`config.mk`:
```
export PLATFORM = sky130hd
export DESIGN_NAME = sig_debounce_flat
export DESIGN_NICKNAME = d
export VERILOG_FILES = /design/src/rtl/sig_debounce_pkg.sv /design/src/rtl/sig_debounce_if.sv /design/src/rtl/sig_debounce_sync_ff.sv /design/src/rtl/sig_debounce.sv /design/src/flat_wrapper.sv
export SDC_FILE = /design/constraint.sdc
export NUM_CORES = 1
export LEC_CHECK = 0
export CAP_MARGIN = 20
export CORE_MARGIN = 1
export CORE_UTILIZATION = 56
export CTS_BUF_LIST = sky130_fd_sc_hd__clkbuf_4 sky130_fd_sc_hd__clkbuf_8
export DETAILED_ROUTE_END_ITERATION = 10
export PLACE_DENSITY_LB_ADDON = 0.12
export RECOVER_POWER = 50
export SLEW_MARGIN = 20
export SYNTH_ARGS = -nofsm -noshare
export SYNTH_HDL_FRONTEND = slang
export SYNTH_SLANG_ARGS = --single-unit
export TNS_END_PERCENT = 50
```
`constraint.sdc`:
```
create_clock -name clk -period 2.75 [get_ports clk]
set_clock_uncertainty 0.2 [all_clocks]
set_input_delay 0.4125 -clock clk [delete_from_list [all_inputs] [get_ports clk]]
set_output_delay 0.4125 -clock clk [all_outputs]
set_load 0.1 [all_outputs]
```
`src/rtl/sig_debounce_pkg.sv`:
```
// Shared types and default constants for the debounce stage and the edge detector downstream of it.
// The FSM encoding is fixed at 2 bits so that other blocks and benches can decode it.
package edge_det_pkg;

  typedef enum logic [1:0] {
    IDLE_LO = 2'd0,
    PEND_HI = 2'd1,
    IDLE_HI = 2'd2,
    PEND_LO = 2'd3
  } db_state_e;

  localparam int DEF_SYNC_STAGES = 2;
  localparam int DEF_DB_CYCLES   = 4;
  localparam int DEF_GLITCH_W    = 8;

  function automatic logic is_idle(db_state_e s);
    return (s == IDLE_LO) || (s == IDLE_HI);
  endfunction

endpackage

```
`src/rtl/sig_debounce_if.sv`:
```
// Signal bundle between an upstream driver (master) and the debounce stage (slave).
interface sig_debounce_if import edge_det_pkg::*; #(
  parameter int GLITCH_W = DEF_GLITCH_W
) ();

  logic                sig_in;
  logic                glitch_clr;
  logic                sig;
  logic                stable;
  logic [GLITCH_W-1:0] glitch_cnt;

  modport master (
    output sig_in,
    output glitch_clr,
    input  sig,
    input  stable,
    input  glitch_cnt
  );

  modport slave (
    input  sig_in,
    input  glitch_clr,
    output sig,
    output stable,
    output glitch_cnt
  );

endinterface

```
`src/rtl/sig_debounce_sync_ff.sv`:
```
// Multi-flop synchroniser for a single asynchronous level; every stage resets to 0.
module sync_ff #(
  parameter int STAGES = 2
) (
  input  logic clk,
  input  logic rst,
  input  logic d,
  output logic q
);

  logic [STAGES-1:0] chain_q;

  always_ff @(posedge clk or posedge rst) begin
    if (rst) begin
      chain_q <= '0;
    end else begin
      chain_q <= {chain_q[STAGES-2:0], d};
    end
  end

  assign q = chain_q[STAGES-1];

endmodule

```
`src/rtl/sig_debounce.sv`:
```
// Synchronises and debounces an asynchronous level, producing a glitch-free sig
// plus a saturating count of rejected pulses.
module sig_debounce import edge_det_pkg::*; #(
  parameter int SYNC_STAGES = DEF_SYNC_STAGES,
  parameter int DB_CYCLES   = DEF_DB_CYCLES,
  parameter int GLITCH_W    = DEF_GLITCH_W
) (
  input  logic           clk,
  input  logic           rst,
  sig_debounce_if.slave  bus
);

  localparam int                  CNT_W      = $clog2(DB_CYCLES);
  localparam logic [CNT_W-1:0]    CNT_ONE    = CNT_W'(1);
  localparam logic [CNT_W-1:0]    CNT_LAST   = CNT_W'(DB_CYCLES - 1);
  localparam logic [GLITCH_W-1:0] GLITCH_MAX = '1;

  logic                sync_q;
  db_state_e           state_q, state_d;
  logic [CNT_W-1:0]    cnt_q, cnt_d;
  logic                sig_q, sig_d;
  logic                stable_q, stable_d;
  logic [GLITCH_W-1:0] glitch_q, glitch_d;
  logic                abort;

  sync_ff #(.STAGES(SYNC_STAGES)) u_sync (
    .clk (clk),
    .rst (rst),
    .d   (bus.sig_in),
    .q   (sync_q)
  );

  always_ff @(posedge clk or posedge rst) begin
    if (rst) begin
      state_q  <= IDLE_LO;
      cnt_q    <= '0;
      sig_q    <= 1'b0;
      stable_q <= 1'b1;
      glitch_q <= '0;
    end else begin
      state_q  <= state_d;
      cnt_q    <= cnt_d;
      sig_q    <= sig_d;
      stable_q <= stable_d;
      glitch_q <= glitch_d;
    end
  end

  // cnt holds the number of consecutive samples already seen at the new level.
  always_comb begin
    state_d = state_q;
    cnt_d   = cnt_q;
    sig_d   = sig_q;
    abort   = 1'b0;
    case (state_q)
      IDLE_LO: begin
        if (sync_q) begin
          state_d = PEND_HI;
          cnt_d   = CNT_ONE;
        end
      end
      PEND_HI: begin
        if (!sync_q) begin
          state_d = IDLE_LO;
          cnt_d   = '0;
          abort   = 1'b1;
        end else if (cnt_q == CNT_LAST) begin
          state_d = IDLE_HI;
          cnt_d   = '0;
          sig_d   = 1'b1;
        end else begin
          cnt_d = cnt_q + 1'b1;
        end
      end
      IDLE_HI: begin
        if (!sync_q) begin
          state_d = PEND_LO;
          cnt_d   = CNT_ONE;
        end
      end
      PEND_LO: begin
        if (sync_q) begin
          state_d = IDLE_HI;
          cnt_d   = '0;
          abort   = 1'b1;
        end else if (cnt_q == CNT_LAST) begin
          state_d = IDLE_LO;
          cnt_d   = '0;
          sig_d   = 1'b0;
        end else begin
          cnt_d = cnt_q + 1'b1;
        end
      end
      default: begin
        state_d = IDLE_LO;
        cnt_d   = '0;
      end
    endcase

    // stable trails the state register by one edge.
    stable_d = is_idle(state_q);

    if (bus.glitch_clr) begin
      glitch_d = '0;
    end else if (abort && (glitch_q != GLITCH_MAX)) begin
      glitch_d = glitch_q + 1'b1;
    end else begin
      glitch_d = glitch_q;
    end
  end

  assign bus.sig        = sig_q;
  assign bus.stable     = stable_q;
  assign bus.glitch_cnt = glitch_q;

endmodule

```
`src/flat_wrapper.sv`:
```
// flat-port wrapper written by rule: the top's interface ports become plain ports
module sig_debounce_flat import edge_det_pkg::*;
#(
  parameter int SYNC_STAGES = DEF_SYNC_STAGES,
  parameter int DB_CYCLES   = DEF_DB_CYCLES,
  parameter int GLITCH_W    = DEF_GLITCH_W
)
  (clk, rst, bus_sig_in, bus_glitch_clr, bus_sig, bus_stable, bus_glitch_cnt);
  sig_debounce_if #(.GLITCH_W(GLITCH_W)) bus_i ();
  input  logic clk;
  input  logic rst;
  input wire logic [$bits(bus_i.sig_in)-1:0] bus_sig_in;
  input wire logic [$bits(bus_i.glitch_clr)-1:0] bus_glitch_clr;
  output wire logic [$bits(bus_i.sig)-1:0] bus_sig;
  output wire logic [$bits(bus_i.stable)-1:0] bus_stable;
  output wire logic [$bits(bus_i.glitch_cnt)-1:0] bus_glitch_cnt;
  assign bus_i.sig_in = bus_sig_in;
  assign bus_i.glitch_clr = bus_glitch_clr;
  assign bus_sig = bus_i.sig;
  assign bus_stable = bus_i.stable;
  assign bus_glitch_cnt = bus_i.glitch_cnt;
  sig_debounce #(.SYNC_STAGES(SYNC_STAGES), .DB_CYCLES(DB_CYCLES), .GLITCH_W(GLITCH_W)) u_core (.clk(clk), .rst(rst), .bus(bus_i));
endmodule
```
==> flow_summary.yaml, run 1 <==
sta:
  setup_viol: 0
  clock.fmax_mhz: 464
  period_needed_ns: 2.15
  finalHoldViolations: 0
  rsz0062_at_grt: "no"
  tightest_slew_ns: 0.765
  maxSlewHeadroom: 0.486
  fin_hold_ws_ns: 0.163
  fin_tns_setup_ns: 0
  min_period_over_period: 0.783
  slew_viol_final: 0
logic_synthesis:
  synth_edf_count: 0
  ys_ff_latch: 16
  yosys_warnings: 0
  yosysUniqueCellTypes: 27
  synthesis.nets: 79
  synth.area.top_cells: "dfrtp_1 (49%), ha_1 (4.9%), nor2_1 (4.4%)"
  synth.most_common_cell: "dfrtp_1"
  yosys.area.top_type: "dfrtp_1"
  synth_top_cell_area_share: 0.489
  syn_avg_cell_area_sq_um: 10.7
  ys_top_cells_by_count: "dfrtp_1 (15), nor2_1 (9), a21oi_1 (5), nand3_1 (5)"
  ys_seq_area_frac: 0.524
  synth_cells: 72
  synth-async-reset-ratio: 1.00
  synthesis.area_sq_um: 767
  ys.flop_type: "dfrtp_1"
power:
  p_seq_frac: 0.430
  switchingPower_mw: 0.349
  powerDensity_nw_per_um2: 886
  p_int_mw: 0.446
  p_sw_frac: 0.439
  ir_drop_v: 0.000546
  p_comb_frac: 0.368
  clockPowerShare: 0.202
  p_leak_nw: 0.426
clocking:
  clk_path_buf_depth: 2
  cts_root_buffer: "clkbuf_4"
  cts_tree: "built"
  cts_hold_buf: 0
  numCtsBuffers: 3
  clk_latency_ns: 0.30
  cts_setup_buffers: 0
  clkTransAtPathRegs_ns: 0.10
  ctsResizeCount: 0
  clkSinkCount: 16
  cts_htree_levels: 1
global_routing:
  grt_pass1_vias: 551
  grt_pass1_wl_mm: 2.51
  grtUsageTotal: 0.266
  grt_max_degree: 17
  antenna_found_initial: 0
  grt_overflow: 0
route:
  vias: 605
  vias_per_cell: 5.99
  dr.pass1.iters: 4
  post_drt_wl_per_cell_um: 15.1
  drt_iter0_markers: 19
  route.detailed.drc: 0
  postRouteAntennaNets: 0
  finalWirelength_mm: 1.53
setup_path:
  crit_fanout: 9
  critPathKind: "reg -> reg"
  ff2ff_path_depth: 4
  worstPathArrival_ns: 2.16
  critical_path.endpoint_type: "flop"
  critPathRequiredTime_ns: 2.76
  worstSetupStartpointType: "flop"
layout:
  fin_util: 0.757
  nets: 95
  antennaDiodeCount: 0
  final_cells: 101
  areaGrowthSynthToFinish_pct: 17.1
  drive_gt1_frac: 0.195
die:
  io_pins: 14
  die_y_um: 39.0
  die_w_um: 39.0
  rows: 12
  initial_core_util: 0.647
  die_area_sq_um: 1520
  core_area_sq_um: 1190
job:
  max-cap-violations: 0
placed_design:
  dp_hpwl_mm: 1.02
  dp_cells: 97
  io_buffers: 13
  gp_congestion: 0.865
hold_path:
  hold_class: "reg -> reg"
  whs_path_depth: 0
status:
  status: "finished clean"
-- power groups by stage --
| stage | clock, mW | combinational [mW] | sequential [mW] |
|---|---|---|---|
| after floorplan | 0 | 0.147 | 0.456 |
| after global placement | 0 | 0.303 | 0.351 |
| after detailed placement | 0 | 0.304 | 0.353 |
| after CTS | 0.158 | 0.306 | 0.348 |
| after global routing | 0.170 | 0.318 | 0.350 |
| final | 0.160 | 0.293 | 0.342 |
-- cell families (layout without fill, tap and decap cells) --
group | after synthesis | after routing | share of synthesized area
adders and majority gates | 3 | 3 | 0.0489
muxes | 2 | 2 | 0.0277
DFF | 16 | 16 | 0.524
xor gates and xnor gates | 2 | 2 | 0.0473
buffers and inverters | 6 | 21 | 0.0310
and+or+nand+nor | 26 | 26 | 0.184
AOI/OAI and AO/OA | 17 | 17 | 0.137
-- final timing paths --
kind                                             to                startpoint  slack (ns)
max                        u_core.bus.glitch_cnt[4]                      flop        0.60
min reg2reg                u_core.u_sync.chain_q[1]  u_core.u_sync.chain_q[0]        0.16
max in group asynchronous  u_core.bus.glitch_cnt[1]                       rst        1.56
min in group asynchronous  u_core.u_sync.chain_q[1]                       rst        0.40
min                        u_core.u_sync.chain_q[1]  u_core.u_sync.chain_q[0]        0.16
max reg2reg                u_core.bus.glitch_cnt[4]                      flop        0.60
-- area by class of cell --
class                      instances  area (sq um)
multi-input combinational         50           323
timing repair buffer              13           105
fill                              75           288
tap                               14          17.5
sequential                        16           402
clock buffer                       4          36.3
inverter                           4          15.0
-- worst max-delay path, cell delays in order, from the launching register on --
cell and delay [ns]:
dfrtp_1 0.43, xnor2_1 0.62, nand4_4 0.19, or3_1 0.40, a21oi_1 0.22
-- layout by cell type (no fill, tap or decap), drive strengths merged --
| cell type | n |
|---|---|
| dlygate4sd3 | 2 |
| mux2i | 1 |
| nand2 | 2 |
| dfstp | 1 |
| a311oi | 1 |
| nand2b | 1 |
| or3 | 1 |
| o41ai | 1 |
| a211oi | 1 |
| xor2 | 1 |
| xnor2 | 1 |
| ha | 3 |
| o21ai | 4 |
| o211ai | 1 |
| a31oi | 3 |
| o311ai | 1 |
| inv | 4 |
| nand4 | 3 |
| a21oi | 5 |
| clkbuf | 4 |
| nor2 | 9 |
| nand3 | 5 |
| dfrtp | 15 |
| and3 | 3 |
| mux2 | 1 |
| nor3 | 2 |
| buf | 10 |
| clkdlybuf4s50 | 1 |
-- routing by layer --
metal	share of wire	up-vias	GRT usage	wire length, um
met5	0	-	0	0
met4	0.040	0	0.207	61
met3	0.034	7	0.0520	52
met2	0.47	16	0.396	715
met1	0.46	291	0.333	700
li1	-	291	-	-
-- flip-flops by register name (all words and copies together), names as in the netlist, named ones only --
name and count:
u_core.bus.glitch_cnt 8, u_core.bus.sig 1, u_core.bus.stable 1, u_core.cnt_q 2
u_core.state_q 1, u_core.u_sync.chain_q 2
-- through the flow --
stage                     power (mW)  setup WS (ns)  cell area, sq um
after CTS                      0.813          0.907               917
final                          0.796          0.597               898
after global placement         0.654          0.993               881
after detailed placement       0.657          0.957               881
after global routing           0.838          0.433               898
after floorplan                0.603          0.377               767
Note: power is estimated with default switching activity, not from simulation.
==> run 2, diff against run 1 <==
--- a/config.mk
+++ b/config.mk
@@ -7,7 +7,7 @@
 export LEC_CHECK = 0
 export CAP_MARGIN = 20
 export CORE_MARGIN = 1
-export CORE_UTILIZATION = 56
+export CORE_UTILIZATION = 47
 export CTS_BUF_LIST = sky130_fd_sc_hd__clkbuf_4 sky130_fd_sc_hd__clkbuf_8
 export DETAILED_ROUTE_END_ITERATION = 10
 export PLACE_DENSITY_LB_ADDON = 0.12
==> constraint.sdc (replaced) <==
create_clock -name clk -period 1.92 [get_ports clk]
set_clock_uncertainty 0.2 [all_clocks]
set_input_delay 0.288 -clock clk [delete_from_list [all_inputs] [get_ports clk]]
set_output_delay 0.288 -clock clk [all_outputs]
set_load 0.1 [all_outputs]
==> run 2 against run 1 <==
Core utilization shrank 5.1 points. First-iteration DRC count down 47%. Cell count up 3.0%. Sequential share of layout area decreased by 5.5 points. Maximum frequency is 18% higher. Worst hold slack improved by 0.0033 ns. Critical path depth rose by 1. Clock power is 39% higher. Clock-buffer cell count unchanged. Worst setup slack lost 0.50 ns. Global-route usage is 7.8 points lower. Design area up 18%. Critical endpoint unchanged. Largest cell class unchanged.
==> flow_summary.yaml, run 2 (synthesis gave the netlist of run 1 again) <==
placed_design:
  io_buffers: 13
  gp_congestion: 0.736
  dp_cells: 100
  dp_hpwl_mm: 1.10
global_routing:
  grt_pass1_vias: 590
  grt_max_degree: 17
  grt_overflow: 0
  antenna_found_initial: 0
  grt_pass1_wl_mm: 2.50
  grtUsageTotal: 0.188
setup_path:
  ff2ff_path_depth: 5
  critPathKind: "reg -> reg"
  worstPathArrival_ns: 1.84
  cp_slowest_cell: "dfrtp_4"
  worstSetupStartpointType: "flop"
  critPathRequiredTime_ns: 1.93
  max_stage_delay_ns: 0.52
  crit_fanout: 5
  critical_path.endpoint_type: "flop"
  crit_chain: "ha_1 > nand3_1 > o21ai_0 > or3_1 > a21oi_1"
sta:
  setup_viol: 0
  clock.fmax_mhz: 547
  finalHoldViolations: 0
  maxSlewHeadroom: 0.446
  rsz0062_at_grt: "no"
  min_period_over_period: 0.952
  tightest_slew_ns: 0.831
  slew_viol_final: 0
  period_needed_ns: 1.83
clocking:
  clkSinkCount: 16
  ctsResizeCount: 0
  clk_path_buf_depth: 2
  cts_root_buffer: "clkbuf_4"
  cts_setup_buffers: 0
  clk_latency_ns: 0.29
  cts_hold_buf: 0
  cts_tree: "built"
  numCtsBuffers: 3
  clkTransAtPathRegs_ns: 0.09
  cts_htree_levels: 1
hold_path:
  whs_path_depth: 0
  hold_class: "reg -> reg"
power:
  powerDensity_nw_per_um2: 1170
  power_mw: 1.25
  p_seq_frac: 0.419
  p_leak_nw: 0.450
  p_comb_frac: 0.403
  clockPowerShare: 0.178
  switchingPower_mw: 0.519
  p_sw_frac: 0.416
  p_int_mw: 0.729
  ir_drop_v: 0.00100
layout:
  nets: 96
  final_cells: 104
  final_common_cell: "buf_12"
  largest_register_ffs: 8
  nFillCells: 113
  antennaDiodeCount: 0
  final_cell_mix: "buf_12 (10), nor2_1 (9), dfrtp_1 (7)"
  drive_gt1_frac: 0.295
  areaGrowthSynthToFinish_pct: 38.7
route:
  post_drt_wl_per_cell_um: 14.0
  dr.pass1.iters: 4
  drt_iter0_markers: 10
  vias: 608
  finalWirelength_mm: 1.46
  route.detailed.drc: 0
  postRouteAntennaNets: 0
  vias_per_cell: 5.85
job:
  max-cap-violations: 0
die:
  initial_core_util: 0.509
  die_y_um: 42.4
  die_area_sq_um: 1800
  die_w_um: 42.4
  io_pins: 14
  rows: 14
  core_area_sq_um: 1510
status:
  status: "finished clean"
## run 2: cell count changes in the layout (fill, tap and decap cells not counted), sizes merged
cell and change:
clkbuf +1
## run 2: area by class of cell
class,count,area [sq um],area share
Clock buffer,4,36.3,0.0341
Inverter,4,15.0,0.0141
Multi-Input combinational cell,50,342,0.321
Sequential cell,16,417,0.392
Tap cell,16,20.0,0.0188
Timing Repair Buffer,14,234,0.220
## run 2: final timing paths
check	slack, ns	end	startpoint
max in group asynchronous	0.44	u_core.bus.glitch_cnt[1]	rst
min in group asynchronous	0.48	u_core.bus.glitch_cnt[0]	rst
max reg2reg	0.09	u_core.bus.glitch_cnt[4]	u_core.bus.glitch_cnt[0]
min reg2reg	0.17	u_core.u_sync.chain_q[1]	u_core.u_sync.chain_q[0]
max	0.09	u_core.bus.glitch_cnt[4]	u_core.bus.glitch_cnt[0]
min	0.17	u_core.u_sync.chain_q[1]	u_core.u_sync.chain_q[0]
## run 2: through the flow
stage / hold WS, ns / setup TNS, ns / util / setup slack, ns / instance area [sq um]
final: 0.167 / 0 / 0.706 / 0.0918 / 1060
after global routing: 0.180 / 0 / 0.706 / 0.00798 / 1060
after CTS: 0.125 / 0 / 0.708 / 0.0899 / 1070
after detailed placement: 0.154 / 0 / 0.684 / 0.119 / 1030
after global placement: 0.133 / 0 / 0.684 / 0.160 / 1030
after floorplan: 0.000659 / -0.0130 / - / -0.0130 / 782
## run 2: power groups by stage
stage	logic [mW]	registers, mW	clock network (mW)
floorplan	0.211	0.662	0
global placement	0.499	0.522	0
detailed placement	0.505	0.528	0
CTS	0.507	0.523	0.221
global route	0.527	0.536	0.237
finish	0.502	0.523	0.222
## run 2: routing by layer
layer  vias to the layer above  share of wire  GRT usage
met3                         6          0.045     0.0474
met4                         0          0.031      0.113
met2                        21           0.46      0.292
met5                         -              0          0
met1                       284           0.46      0.236
li1                        297              -          -
## run 2: worst max-delay path, delay by kind of cell (launching register included)
family	cells	cell delay (ns)
flops	1	0.52
fa+ha+maj	1	0.29
compound gates	2	0.27
simple gates	2	0.48
==> run 3, diff against run 2 <==
--- a/config.mk
+++ b/config.mk
@@ -5,9 +5,10 @@
 export SDC_FILE = /design/constraint.sdc
 export NUM_CORES = 1
 export LEC_CHECK = 0
+export ABC_AREA = 1
 export CAP_MARGIN = 20
 export CORE_MARGIN = 1
-export CORE_UTILIZATION = 47
+export CORE_UTILIZATION = 48
 export CTS_BUF_LIST = sky130_fd_sc_hd__clkbuf_4 sky130_fd_sc_hd__clkbuf_8
 export DETAILED_ROUTE_END_ITERATION = 10
 export PLACE_DENSITY_LB_ADDON = 0.12
==> run 3 against run 2 <==
Maximum frequency is 14% higher. Largest power group is now combinational cells. Via count up 15%. Sequential share of layout area is 2.3 points lower. Synthesized cell count rose by 42%.
==> flow_summary.yaml, run 3 <==
sta:
  period_needed_ns: 1.60
  slew_viol_final: 0
  fin_tns_setup_ns: 0
  fin_hold_ws_ns: 0.166
  clock.fmax_mhz: 624
  min_period_over_period: 0.834
  setup_viol: 0
  finalHoldViolations: 0
  rsz0062_at_grt: "no"
  maxSlewHeadroom: 0.618
  tightest_slew_ns: 0.573
logic_synthesis:
  synth_cells: 102
  syn_avg_cell_area_sq_um: 7.97
  ys_ff_latch: 16
  synthesis.area_sq_um: 813
  ys_seq_area_frac: 0.494
  yosys.area.top_type: "dfrtp_1"
  synth.most_common_cell: "nand2_1"
  ys_top_cells_by_count: "nand2_1 (33), dfrtp_1 (15), inv_1 (13)"
  yosys_warnings: 0
  synth.area.top_cells: "dfrtp_1 (46%), nand2_1 (15%), inv_1 (6.0%)"
  synth-async-reset-ratio: 1.00
  yosysUniqueCellTypes: 20
  synthesis.nets: 109
  ys.flop_type: "dfrtp_1"
  synth_top_cell_area_share: 0.462
  synth_edf_count: 0
power:
  p_comb_frac: 0.456
  clockPowerShare: 0.164
  switchingPower_mw: 0.605
  power_mw: 1.35
  p_int_mw: 0.745
  p_leak_nw: 0.533
  p_seq_frac: 0.380
  powerDensity_nw_per_um2: 1220
  p_sw_frac: 0.448
  ir_drop_v: 0.000978
setup_path:
  critical_path.endpoint_type: "flop"
  critPathRequiredTime_ns: 1.89
  ff2ff_path_depth: 8
  timing.rr.start: "u_core.bus.glitch_cnt[1]"
  r2r_slack_ns: 0.32
  critPathKind: "reg -> reg"
  worstSetupStartpointType: "flop"
  crit_fanout: 5
  r2r-end: "u_core.bus.glitch_cnt[5]"
  worstPathArrival_ns: 1.57
placed_design:
  dp_hpwl_mm: 1.25
  gp_congestion: 0.850
  post_dp_cell_area_sq_um: 1070
  io_buffers: 13
clocking:
  clkSinkCount: 16
  cts_hold_buf: 0
  cts_tree: "built"
  cts_root_buffer: "clkbuf_4"
  clkTransAtPathRegs_ns: 0.09
  cts_htree_levels: 1
  ctsResizeCount: 0
  clk_latency_ns: 0.28
  clk_path_buf_depth: 2
  numCtsBuffers: 3
  cts_setup_buffers: 0
die:
  io_pins: 14
  rows: 14
  die_w_um: 43.2
  core_area_sq_um: 1540
  die_y_um: 43.2
  die_area_sq_um: 1860
  initial_core_util: 0.528
global_routing:
  grt_pass1_wl_mm: 2.83
  grtUsageTotal: 0.206
  grt_max_degree: 17
  antenna_found_initial: 0
  grt_overflow: 0
  grt_pass1_vias: 656
hold_path:
  whs_path_depth: 0
  min_to: "u_core.u_sync.chain_q[1]"
  min-delay-start: "u_core.u_sync.chain_q[0]"
  hold_class: "reg -> reg"
layout:
  final_cell_mix: "nand2_1 (33), inv_1 (13), dfrtp_1 (10), buf_12 (10)"
  nFillCells: 111
  final_common_cell: "nand2_1"
  areaGrowthSynthToFinish_pct: 36.0
  largest_register_ffs: 8
  final_area_sq_um: 1110
  antennaDiodeCount: 0
  drive_gt1_frac: 0.210
  nets: 127
route:
  route.detailed.drc: 0
  postRouteAntennaNets: 0
  post_drt_wl_per_cell_um: 12.2
  drt_iter0_markers: 27
  dr.pass1.iters: 4
  vias: 699
  finalWirelength_mm: 1.65
  vias_per_cell: 5.18
job:
  max-cap-violations: 0
status:
  status: "finished clean"
-- run 3: cell count changes after synthesis, moves of 2 or more --
cell / delta
o21ai_1: +2
o21ai_0: +2
a31oi_1: -3
a21oi_1: -3
and3_1: -3
inv_1: +9
nand2_1: +31
nand3_1: +3
-- run 3: worst max path at each step --
| stage | from | end | slack [ns] | cells past startpoint |
|---|---|---|---|---|
| after floorplan | u_core.bus.glitch_cnt[6] | u_core.bus.glitch_cnt[6] | 0.05 | 8 |
| after detailed placement | bus_glitch_clr | u_core.bus.glitch_cnt[6] | 0.32 | 6 |
| after global placement | bus_glitch_clr | u_core.bus.glitch_cnt[6] | 0.34 | 6 |
| after CTS | u_core.bus.glitch_cnt[0] | u_core.bus.glitch_cnt[5] | 0.32 | 8 |
| after global routing | u_core.bus.glitch_cnt[1] | u_core.bus.glitch_cnt[5] | 0.19 | 8 |
| final | u_core.bus.glitch_cnt[1] | u_core.bus.glitch_cnt[5] | 0.32 | 8 |
-- run 3: layout make-up --
cell class | instances | area (sq um) | area share
timing repair buffer | 13 | 230 | 0.208
sequential | 16 | 408 | 0.369
inverter | 14 | 57.6 | 0.0520
tap | 16 | 20.0 | 0.0181
multi-input combinational | 72 | 354 | 0.320
clock buffer | 4 | 36.3 | 0.0328
-- run 3: logic make-up after synthesis --
group                    share of synthesized area
buffers and inverters                       0.0708
AO/OA/AOI/OAI                               0.0892
flip-flops                                   0.494
XOR/XNOR                                    0.0108
adder cells (fa/ha/maj)                     0.0462
AND/OR/NAND/NOR                              0.289
-- run 3: power groups by stage --
stage	clock network, mW	logic, mW	registers, mW
final	0.221	0.616	0.513
after global routing	0.236	0.664	0.524
after CTS	0.224	0.619	0.511
after detailed placement	0	0.616	0.518
after global placement	0	0.604	0.511
after floorplan	0	0.188	0.727
-- run 3: through the flow --
step,utilization,instances,setup slack (ns)
floorplan,-,102,0.0490
global placement,0.694,131,0.344
detailed placement,0.694,131,0.317
CTS,0.718,135,0.322
global route,0.718,135,0.190
finish,0.718,135,0.318
-- run 3: routing by layer --
layer / share of wire / track usage / vias up
met5: 0 / 0 / -
li1: - / - / 356
met2: 0.45 / 0.319 / 15
met4: 0.012 / 0.0545 / 0
met1: 0.50 / 0.287 / 326
met3: 0.038 / 0.0511 / 2
-- run 3: critical path, cell delays in order (launching register included) --
cell	delay (ns)
dfrtp_2	0.44
ha_1	0.19
nand2_1	0.08
nor2_2	0.14
nand2_1	0.07
nand2_2	0.10
inv_1	0.11
nand3_1	0.08
o21ai_1	0.07
